<file path="src/rtl/input_packer.sv">
// Stream width upsizer: packs RATIO consecutive input words into one registered
// wide output word and flags every cfg_length-th output word with out_last.
module input_packer #(
  parameter int DATA_WIDTH   = 32,
  parameter int RATIO        = 4,
  parameter int LENGTH_WIDTH = 16
) (
  input  logic                          aclk,
  input  logic                          aresetn,
  input  logic [LENGTH_WIDTH-1:0]       cfg_length,
  input  logic [DATA_WIDTH-1:0]         in_data,
  input  logic                          in_valid,
  output logic                          in_ready,
  output logic [RATIO*DATA_WIDTH-1:0]   out_data,
  output logic                          out_valid,
  output logic                          out_last,
  input  logic                          out_ready
);

  localparam int SLOT_W = $clog2(RATIO);
  localparam logic [SLOT_W-1:0] LAST_SLOT = SLOT_W'(RATIO - 1);

  logic [SLOT_W-1:0]                  r_slot;
  logic [RATIO-2:0][DATA_WIDTH-1:0]   r_acc;
  logic [LENGTH_WIDTH-1:0]            r_pkt;
  logic [RATIO*DATA_WIDTH-1:0]        r_out_data;
  logic                               r_out_valid;
  logic                               r_out_last;

  logic w_last_slot;
  logic w_in_ready;
  logic w_accept;
  logic w_load;
  logic w_pkt_last;
  logic w_len_zero;

  // Only a completing word can collide with an unconsumed output word.
  assign w_last_slot = (r_slot == LAST_SLOT);
  assign w_in_ready  = ~w_last_slot | ~r_out_valid | out_ready;
  assign w_accept    = in_valid & w_in_ready;
  assign w_load      = w_accept & w_last_slot;
  assign w_len_zero  = (cfg_length == {LENGTH_WIDTH{1'b0}});
  assign w_pkt_last  = ~w_len_zero & (r_pkt >= (cfg_length - LENGTH_WIDTH'(1)));

  // Lane pointer for the next accepted input word.
  always_ff @(posedge aclk or negedge aresetn) begin
    if (!aresetn) begin
      r_slot <= {SLOT_W{1'b0}};
    end else if (w_accept) begin
      if (w_last_slot) begin
        r_slot <= {SLOT_W{1'b0}};
      end else begin
        r_slot <= r_slot + SLOT_W'(1);
      end
    end
  end

  // Lanes 0..RATIO-2 hold the partial group; the top lane comes straight from in_data.
  always_ff @(posedge aclk or negedge aresetn) begin
    if (!aresetn) begin
      r_acc <= '{default: {DATA_WIDTH{1'b0}}};
    end else begin
      for (int i = 0; i < RATIO - 1; i++) begin
        if (w_accept && (r_slot == SLOT_W'(i))) begin
          r_acc[i] <= in_data;
        end
      end
    end
  end

  // Output stage: a load always wins over a concurrent handshake.
  always_ff @(posedge aclk or negedge aresetn) begin
    if (!aresetn) begin
      r_out_data  <= {(RATIO*DATA_WIDTH){1'b0}};
      r_out_valid <= 1'b0;
      r_out_last  <= 1'b0;
    end else if (w_load) begin
      r_out_data  <= {in_data, r_acc};
      r_out_valid <= 1'b1;
      r_out_last  <= w_pkt_last;
    end else if (out_ready) begin
      r_out_valid <= 1'b0;
    end
  end

  // Packet position, sampled against the live cfg_length on every load.
  always_ff @(posedge aclk or negedge aresetn) begin
    if (!aresetn) begin
      r_pkt <= {LENGTH_WIDTH{1'b0}};
    end else if (w_load) begin
      if (w_len_zero || w_pkt_last) begin
        r_pkt <= {LENGTH_WIDTH{1'b0}};
      end else begin
        r_pkt <= r_pkt + LENGTH_WIDTH'(1);
      end
    end
  end

  assign in_ready  = w_in_ready;
  assign out_data  = r_out_data;
  assign out_valid = r_out_valid;
  assign out_last  = r_out_last;

endmodule

</file>
<file path="config.mk">
export PLATFORM = sky130hd
export DESIGN_NAME = input_packer
export DESIGN_NICKNAME = d
export VERILOG_FILES = /design/src/rtl/input_packer.sv
export SDC_FILE = /design/constraint.sdc
export NUM_CORES = 1
export LEC_CHECK = 0
export CAP_MARGIN = 20
export CORE_MARGIN = 3
export CORE_UTILIZATION = 50
export CTS_BUF_LIST = sky130_fd_sc_hd__clkbuf_16
export DETAILED_ROUTE_END_ITERATION = 8
export PLACE_DENSITY = 0.76
export SLEW_MARGIN = 10
export SYNTH_ARGS = -nofsm -noshare
export SYNTH_HDL_FRONTEND = slang
export SYNTH_SLANG_ARGS = --single-unit
</file>
<file path="constraint.sdc">
create_clock -name aclk -period 3 [get_ports aclk]
set_clock_uncertainty 0.2 [all_clocks]
set_input_delay 0.45 -clock aclk [delete_from_list [all_inputs] [get_ports aclk]]
set_output_delay 0.45 -clock aclk [all_outputs]
set_load 0.05 [all_outputs]
</file>
# [Word level (Yosys, flattened, before mapping)]
# Cells that the tools add are included.
[totals] reg_bits=244 in_bits=52 output_inout_bits=131 wordCells=34
[classes] bitwise=8 add_sub_neg=3 order_cmp=1 n_eq_ne=3 n_mux=4 reduce_logical=7
[ops] op="16-bit by 1-bit adder with 16-bit output, second input constant" n=1
[ops] op="16-bit greater-or-equal comparator" n=1
[ops] op="16-bit zero test" n=1
[ops] op="16-bit two-way mux" n=1
[ops] op="16-bit by 1-bit subtractor with 16-bit output, second input constant" n=1
[ops] op="2-bit equality test, second input constant" n=2
[ops] op="1-bit AND" n=3
[ops] op="1-bit logical AND" n=3
[ops] op="1-bit inverter" n=3
[ops] op="2-bit by 1-bit adder with 2-bit output, second input constant" n=1
[ops] op="2-bit by 1-bit equality test with 1-bit output, second input constant" n=1
[ops] op="2-bit zero test" n=1
[ops] op="1-bit two-way mux" n=2
[ops] op="2-bit two-way mux" n=1
[ops] op="1-bit bitwise OR" n=2
[ops] op="2-bit nonzero test" n=1
[ops] op="1-bit logical OR" n=1

# [Logic depth before layout (Yosys ltp)]
# Gate-level depths: netlist of the first run.
[depth] word_depth=7 ltp_mapped=13 ltp_nobuf=12

# [Least setup slack after synthesis of the first run]
# No wires, ideal clock.
[synth_timing] path_kind="input-to-reg" from="in cfg_length[4]" to="reg r_pkt[7]" n_path_buf=1 t_required_ns=2.728 t_arrival_ns=3.100 path_slack_ns=-0.372 cell_stages=13 setup_time_ns=0.072 path_cell_list="or4_4 > nand2b_4 > nor4_4 > nor2b_1 > xnor2_1 > ha_1 > and4_1 > nand2_1 > a311oi_1 > nor4b_2 > a21oi_4 > buf_6 > nor2_1"
[synth_via] elab_chain_cells=5 word_cells_on_any_way=7 cone_classes="add/sub: 1; order compare: 1; mux: 1; bitwise: 2; reduce/logical: 2"
[synth_lines] element="from (decl)" line="10" rtl="input logic [LENGTH_WIDTH-1:0] cfg_length,"
[synth_lines] element="16-bit by 1-bit subtractor with 16-bit output or 16-bit zero test (tied branches)" line="43, 42"
[synth_lines] element="16-bit greater-or-equal comparator or 1-bit inverter (tied branches)" line="43" rtl="assign w_pkt_last = ~w_len_zero & (r_pkt >= (cfg_length - LENGTH_WIDTH'(1)));"
[synth_lines] element="1-bit AND" line="43"
[synth_lines] element="1-bit logical OR *" line="91" rtl="if (w_len_zero || w_pkt_last) begin"
[synth_lines] element="16-bit two-way mux *" line="91"
[synth_lines] element="to (signal assigned)" line="89" rtl="r_pkt <= {LENGTH_WIDTH{1'b0}};"
[synth_lines] element="to (signal assigned)" line="92" rtl="r_pkt <= {LENGTH_WIDTH{1'b0}};"
[synth_lines] element="to (signal assigned)" line="94" rtl="r_pkt <= r_pkt + LENGTH_WIDTH'(1);"
[synth_lines] element="to (decl)" line="25" rtl="logic [LENGTH_WIDTH-1:0] r_pkt;"
# Mark *: on every way between the ends. The rest lies on a longest branch, timed or not.
# A chain may end at the register's enable or synchronous reset.

# [Worst setup path in the final report of the first run]
[layout_timing] from="in cfg_length[5]" to="reg r_pkt[6]"
# Same word-level chain as after synthesis.

==> flow_metrics.py, run 1 <==
metrics = {
    "finish": {
        "finalInstanceArea_um2": 13460,
        "area_growth_pct": 35.29,
        "ff_latch_area_um2": 6106,
        "drive_gt1_share_pct": 19.43,
        "layout.nets": 1227,
        "diodes": 0,
        "multiInputGateArea_um2": 3879,
        "nFillCells": 1445,
        "utilization_pct": 70.29,
    },
    "outcome": {
        "status": "complete, but fails checks",
        "violations": "setup timing",
    },
    "drt": {
        "vias": 7157,
        "dr.pass1.iters": 4,
        "drc": 0,
        "ant_nets": 0,
        "drt_iter0_drc": 384,
        "wl_per_cell_um": 16.09,
        "routed_wl_um": 22980,
        "viasPerCell": 5.012,
    },
    "grt": {
        "antenna_found_initial": 0,
        "first_global_vias": 7564,
        "grt_max_degree": 92,
        "gr-total-overflow": 0,
        "track_usage_pct": 21.72,
        "grt_pass1_wl_um": 39090,
    },
    "yosys": {
        "synth_common_cells": "407 x nand2_1, 244 x dfrtp_1, 96 x mux2_2, 29 x clkbuf_1",
        "ys_warn_count": 0,
        "synth.most_common_cell": "nand2_1",
        "yosysUniqueCellTypes": 35,
        "ys_seq_elements": 244,
        "synthFlopType": "dfrtp_1",
        "async_reset_ff_share_pct": 100.0,
        "syn_nets": 1002,
        "synth_cells": 927,
        "ys_seq_area_share_pct": 61.39,
        "synth_edf_count": 0,
        "netlist_top_cells_area": "dfrtp_1 61%, nand2_1 15%, mux2_2 11%",
        "synth_top_area_cell": "dfrtp_1",
        "syn-cell-area_um2": 9946,
        "syn_area_per_cell_um2": 10.73,
        "yosysTopAreaCellShare_pct": 61.39,
    },
    "clock_tree": {
        "path_clk_slew_ns": 0.07,
        "cts-root-buf": "clkbuf_16",
        "cts_sinks": 244,
        "cts-htree-levels": 1,
        "clk_path_buf_depth": 3,
        "numCtsBuffers": 25,
        "clock_latency_ns": 0.50,
        "cts_tree": "done",
    },
    "worst_setup_path": {
        "r2r_end": "r_pkt[6]",
        "crit_type": "input port to flop",
        "critical_path.top_delay_family": "simple AND/OR/NAND/NOR gates",
        "startpoint": "cfg_length[5]",
        "crit_top_cell": "buf_6",
        "cp.required_ns": 3.24,
        "worstSetupEndpointType": "flop",
        "cp-start-kind": "input port",
        "worstPathArrival_ns": 3.31,
        "max_stage_delay_ns": 0.55,
        "rr_worst_depth": 9,
        "reg2reg_from": "r_pkt[2]",
        "worstPathCellList": "buf_6 -> or4_4 -> nand2b_4 -> nor4_4 -> nor2b_4 -> xnor2_2 -> ha_1 -> and4_1 -> buf_4 -> a21oi_1 -> nor4b_4 -> a21oi_4 -> buf_6 -> buf_8 -> nor2_4",
        "critical_path.max_fanout": 4,
        "r2r_slack_ns": 0.60,
        "slowest_stage": "or4_4",
        "worst-path-buf-inv": 4,
    },
    "min_path": {
        "min_path_type": "flop to flop",
        "whs_path_depth": 2,
        "hp-start": "r_acc[57]",
        "min_to": "out_data[57]",
    },
    "floorplan": {
        "coreArea_um2": 19140,
        "io_pins": 183,
        "die_w_um": 147.0,
        "start_util_pct": 51.95,
        "num_rows": 50,
        "fp.dieH_um": 147.0,
        "die_area_um2": 21620,
    },
    "run": {
        "maxCapViolCount": 0,
    },
    "power_and_ir_drop": {
        "p_leak_nw": 6.463,
        "p_per_area_nw_per_um2": 1130,
        "fin_total_pwr_mw": 15.20,
        "ir_drop_v": 0.0006960,
    },
    "timing": {
        "slew_headroom_pct": 48.76,
        "finalHoldViolCount": 0,
        "period_needed_ns": 3.068,
        "worst_slew_pin_slew_ns": 0.7687,
        "timing.final.crit_share_pct": 102.3,
        "tns_ns": -0.6702,
        "final-setup-viol-count": 14,
        "slew_violations": 0,
        "fin_ws_ns": -0.06770,
        "rsz0062_at_grt": "true",
        "clock.fmax_ghz": 0.3260,
    },
    "placement": {
        "dpl_cell_area_um2": 12390,
        "routabilityCongestion": 0.7866,
        "numPortBuffers": 182,
        "pre_cts_ws_ns": -1.019,
        "hpwl_um": 14590,
    },
}
area by class of cell:
class                           instances  share of cell area (%)
Clock inverter                         18                   1.014
Timing Repair Buffer                  237                   17.55
Clock buffer                           25                   4.649
Inverter                                6                  0.1674
Sequential cell                       244                   45.38
Tap cell                              260                   2.418
Multi-Input combinational cell        638                   28.83
placed cells by master, fill, tap and decap left out, drive strengths merged, types with 2 or more instances in the layout:
cell / synthesis / layout
and3: 6 / 6
clkbuf: 29 / 25
o21ai: 7 / 7
nor3: 6 / 6
mux2: 96 / 96
clkinv: 0 / 14
bufinv: 0 / 2
nand2b: 2 / 2
inv: 6 / 6
nand4: 4 / 4
xnor2: 18 / 18
buf: 10 / 58
nor2: 24 / 24
ha: 23 / 23
a21oi: 6 / 6
dfrtp: 244 / 244
clkinvlp: 0 / 2
nand3: 8 / 8
o211ai: 2 / 2
nor2b: 4 / 4
dlymetal6s2s: 0 / 3
xor2: 9 / 9
nand2: 407 / 407
clkdlybuf4s50: 0 / 173
and4: 2 / 2
nor4: 5 / 5
through the flow:
step,cells,hold slack [ns]
finish,1428,0.2586
global route,1428,0.2790
CTS,1427,0.2600
detailed placement,1375,0.2447
global placement,1375,0.2407
floorplan,927,-0.04559
logic make-up (layout without fill, tap and decap cells):
family	count (synthesis)	count (layout)	synth area share (%)
XOR/XNOR	27	27	2.378
adder cells (fa/ha/maj)	23	23	2.893
flip-flops	244	244	61.39
AND/OR/NAND/NOR	474	474	19.42
multiplexers	96	96	10.87
buffers and inverters	45	286	1.887
AO/OA/AOI/OAI	18	18	1.157
worst register-to-register path: cells and delay by family, from the launching register on:
kind,cells,cell delay (ns)
buffers and inverters,2,0.27
adder cells (fa/ha/maj),1,0.33
AO/OA/AOI/OAI,3,0.48
AND/OR/NAND/NOR,3,0.63
flip-flops,1,0.43
how the worst max path moves through the flow:
stage | to | slack, ns | cells past startpoint
after floorplan | r_pkt[7] | -0.33 | 13
after global placement | r_pkt[9] | -0.91 | 14
after detailed placement | r_pkt[5] | -1.02 | 13
after CTS | r_pkt[4] | -0.13 | 14
after global routing | r_pkt[6] | -0.18 | 15
final | r_pkt[6] | -0.07 | 15
what timing repair did:
action                     CTS  global route
setup endpoints to repair   17            17
pin swaps                   14            21
hold buffers                 1             0
hold endpoints to repair    84             0
gates resized for setup     36            31
cloned                       1             0
buffers inserted             8             2
state kept, by name (all words and copies together) (netlist names):
register   cells
r_pkt         16
out_last       1
out_data     128
r_slot         2
out_valid      1
r_acc         96
power by group:
group / internal (mW) / total, mW / switching [mW]
sequential: 4.75 / 5.52 / 0.766
combinational: 2.46 / 6.78 / 4.33
clock: 1.68 / 2.90 / 1.22
total: 8.89 / 15.2 / 6.31
layer usage:
layer | share of wire [%] | routed length [um] | global-route usage, %
met5 | 0 | 0 | 0
met4 | 2.0 | 459 | 4.613
met3 | 6.0 | 1386 | 4.627
met2 | 49 | 11250 | 37.11
met1 | 43 | 9881 | 28.97
(Power assumes the default switching activity.)
==> run 2, diff against run 1 <==
--- a/config.mk
+++ b/config.mk
@@ -5,6 +5,7 @@
 export SDC_FILE = /design/constraint.sdc
 export NUM_CORES = 1
 export LEC_CHECK = 0
+export ABC_AREA = 1
 export CAP_MARGIN = 20
 export CORE_MARGIN = 3
 export CORE_UTILIZATION = 50
==> run 2 against run 1 <==
  * Clock power rose by 3%
  * Maximum frequency rose by 11%
  * Critical endpoint is now r_pkt[7]
  * Design area fell by 1.3%
  * Combinational power rose by 3%
  * Synthesized area rose by 2.1%
  * First-iteration DRC count rose by 8.9%
  * The flow now finishes without violations
  * Sequential share of layout area rose by 0.61 points
  * Total power rose by 0.84%
  * Register-to-register slack improved by 0.42 ns
  * Final cell count rose by 11%
  * Count of clock-buffer cells in the layout did not move
  * Hold slack improved by 0.0069 ns
  * Largest cell class unchanged
==> flow_metrics.py, run 2 <==
metrics = {
    "drt": {
        "vias": 7790,
        "routed_wl_um": 23320,
        "viasPerCell": 4.896,
        "dr.pass1.iters": 5,
        "drt_iter0_drc": 418,
        "ant_nets": 0,
        "drc": 0,
        "wl_per_cell_um": 14.66,
    },
    "finish": {
        "mostFrequentLayoutCell": "nand2_1",
        "layout.nets": 1382,
        "finalInstanceArea_um2": 13280,
        "instances_no_fill": 1591,
        "diodes": 0,
        "area_growth_pct": 30.73,
        "drive_gt1_share_pct": 7.692,
        "largest_reg_flops": 128,
        "final_cell_mix": "346 x nand2_1, 244 x dfrtp_1, 181 x clkdlybuf4s50_1, 138 x inv_1, 104 x o21ai_1",
    },
    "timing": {
        "final-setup-viol-count": 0,
        "timing.final.crit_share_pct": 92.54,
        "rsz0062_at_grt": "false",
        "period_needed_ns": 2.776,
        "tns_ns": 0,
        "worst_slew_pin_slew_ns": 0.6127,
        "finalHoldViolCount": 0,
        "clock.fmax_ghz": 0.3602,
        "slew_headroom_pct": 59.02,
        "slew_violations": 0,
    },
    "clock_tree": {
        "cts-htree-levels": 1,
        "numCtsBuffers": 25,
        "cts-root-buf": "clkbuf_16",
        "clk_path_buf_depth": 3,
        "path_clk_slew_ns": 0.06,
        "clock_latency_ns": 0.51,
        "cts_sinks": 244,
        "cts_tree": "done",
    },
    "floorplan": {
        "start_util_pct": 51.51,
        "fp.dieH_um": 148.5,
        "coreArea_um2": 19720,
        "io_pins": 183,
        "die_w_um": 148.5,
        "num_rows": 51,
        "die_area_um2": 22060,
    },
    "grt": {
        "grt_use_met3_pct": 5.424,
        "first_global_vias": 7866,
        "antenna_found_initial": 0,
        "track_usage_pct": 21.51,
        "gr-total-overflow": 0,
        "grt_max_degree": 138,
        "grt_util_met2_pct": 35.83,
        "top_usage_layer": "met2",
        "grt_util_met1_pct": 28.84,
        "grt_pass1_wl_um": 38960,
    },
    "yosys": {
        "synth_edf_count": 0,
        "synth_top_area_cell": "dfrtp_1",
        "netlist_top_cells_area": "dfrtp_1 60%, nand2_1 13%, o21ai_1 5.1%",
        "ys_seq_elements": 244,
        "yosysTopAreaCellShare_pct": 60.12,
        "synth.most_common_cell": "nand2_1",
        "ys_warn_count": 0,
        "async_reset_ff_share_pct": 100.0,
        "synth_cells": 1105,
        "synth_common_cells": "346 x nand2_1, 244 x dfrtp_1, 133 x inv_1, 104 x o21ai_1, 93 x o21ai_0",
        "ys_seq_area_share_pct": 60.12,
        "syn-cell-area_um2": 10160,
        "syn_area_per_cell_um2": 9.191,
        "synthFlopType": "dfrtp_1",
        "yosysUniqueCellTypes": 27,
        "syn_nets": 1180,
    },
    "worst_setup_path": {
        "rr_worst_depth": 4,
        "cp-start-kind": "input port",
        "critical_path.max_fanout": 14,
        "max_stage_delay_ns": 0.44,
        "crit_type": "input port to flop",
        "worstSetupEndpointType": "flop",
        "slowest_stage": "clkdlybuf4s50_1",
        "worstPathCellList": "clkdlybuf4s50_1 -> inv_1 -> ha_1 -> inv_1 -> nor2_2 -> nand3_1 -> nor2_2 -> nand3_1 -> xor2_1 -> inv_1 -> ha_1 -> nand4_1 -> a21oi_1 -> nor2_2 -> nand3_2 -> buf_12 -> a21oi_1",
        "worstPathArrival_ns": 3.01,
        "cp.required_ns": 3.24,
    },
    "power_and_ir_drop": {
        "fin_total_pwr_mw": 15.33,
        "p_per_area_nw_per_um2": 1155,
        "ir_drop_v": 0.0008121,
        "p_leak_nw": 6.359,
    },
    "placement": {
        "numPortBuffers": 182,
        "placed_cells": 1544,
        "dpl_cell_area_um2": 12470,
        "routabilityCongestion": 0.7937,
        "hpwl_um": 15480,
    },
    "outcome": {
        "status": "complete, no violations",
    },
    "run": {
        "maxCapViolCount": 0,
    },
    "min_path": {
        "min_path_type": "input port to async pin",
    },
}
[run 2: metrics by stage]
| step | setup slack (ns) | util (%) | hold slack (ns) |
|---|---|---|---|
| floorplan | 0.2390 | - | -0.04559 |
| detailed placement | -0.3388 | 63.23 | 0.2384 |
| CTS | 0.1973 | 67.29 | 0.2816 |
| global placement | -0.1305 | 63.23 | 0.2388 |
| global route | 0.01089 | 67.33 | 0.3024 |
| finish | 0.2238 | 67.33 | 0.2655 |
[run 2: cell families (layout without fill, tap and decap cells)]
| group | count (synthesis) | in the layout | synth area share, % |
|---|---|---|---|
| simple gates | 408 | 408 | 16.43 |
| buf+inv | 186 | 407 | 7.577 |
| xor+xnor | 23 | 23 | 1.983 |
| fa+ha+maj | 23 | 23 | 2.834 |
| compound gates | 221 | 221 | 11.05 |
| flops | 244 | 244 | 60.12 |
[run 2: final cells by class]
cell class,instances,area (um^2)
clock buffer,25,625.6
sequential,244,6106
fill,1555,6441
multi-input combinational,675,3288
tap,265,331.6
inverter,137,514.2
clock inverter,21,166.4
timing repair buffer,224,2245
[run 2: worst paths after layout]
check                                      to           from  slack (ns)
worst min-delay path             out_data[89]        aresetn        0.27
worst max-delay path                 r_pkt[7]  cfg_length[0]        0.22
worst min register to register  out_data[125]  out_data[125]        0.28
worst max register to register   out_data[12]      r_slot[0]        1.02
min in group aclk               out_data[125]  out_data[125]        0.28
max in group asynchronous        out_data[79]        aresetn        1.57
[run 2: worst max-delay path, delay by kind of cell]
| family | cells | cell delay [ns] |
|---|---|---|
| AOI/OAI and AO/OA | 2 | 0.20 |
| xor gates and xnor gates | 1 | 0.16 |
| adders and majority gates | 2 | 0.48 |
| buffers and inverters | 5 | 0.82 |
| and+or+nand+nor | 7 | 0.89 |
[run 2: per-layer routing]
layer	wire length [um]	share of wire (%)
met1	9949	43
met2	11340	49
met3	1716	7.4
met4	316	1.4
met5	0	0
[run 2: timing repair]
action / CTS / global route
hold buffers: 1 / 0
buffers inserted: 0 / 0
setup endpoints to repair: 0 / 13
endpoints found under the hold margin: 62 / 0
gates resized for setup: 0 / 3
[run 2: power by group]
part / leakage (nW) / total (mW) / internal [mW] / switching (mW)
combinational: 2.88 / 6.97 / 2.21 / 4.76
clock: 0.407 / 2.98 / 1.70 / 1.27
sequential: 3.07 / 5.39 / 4.73 / 0.660
total: 6.36 / 15.3 / 8.64 / 6.70
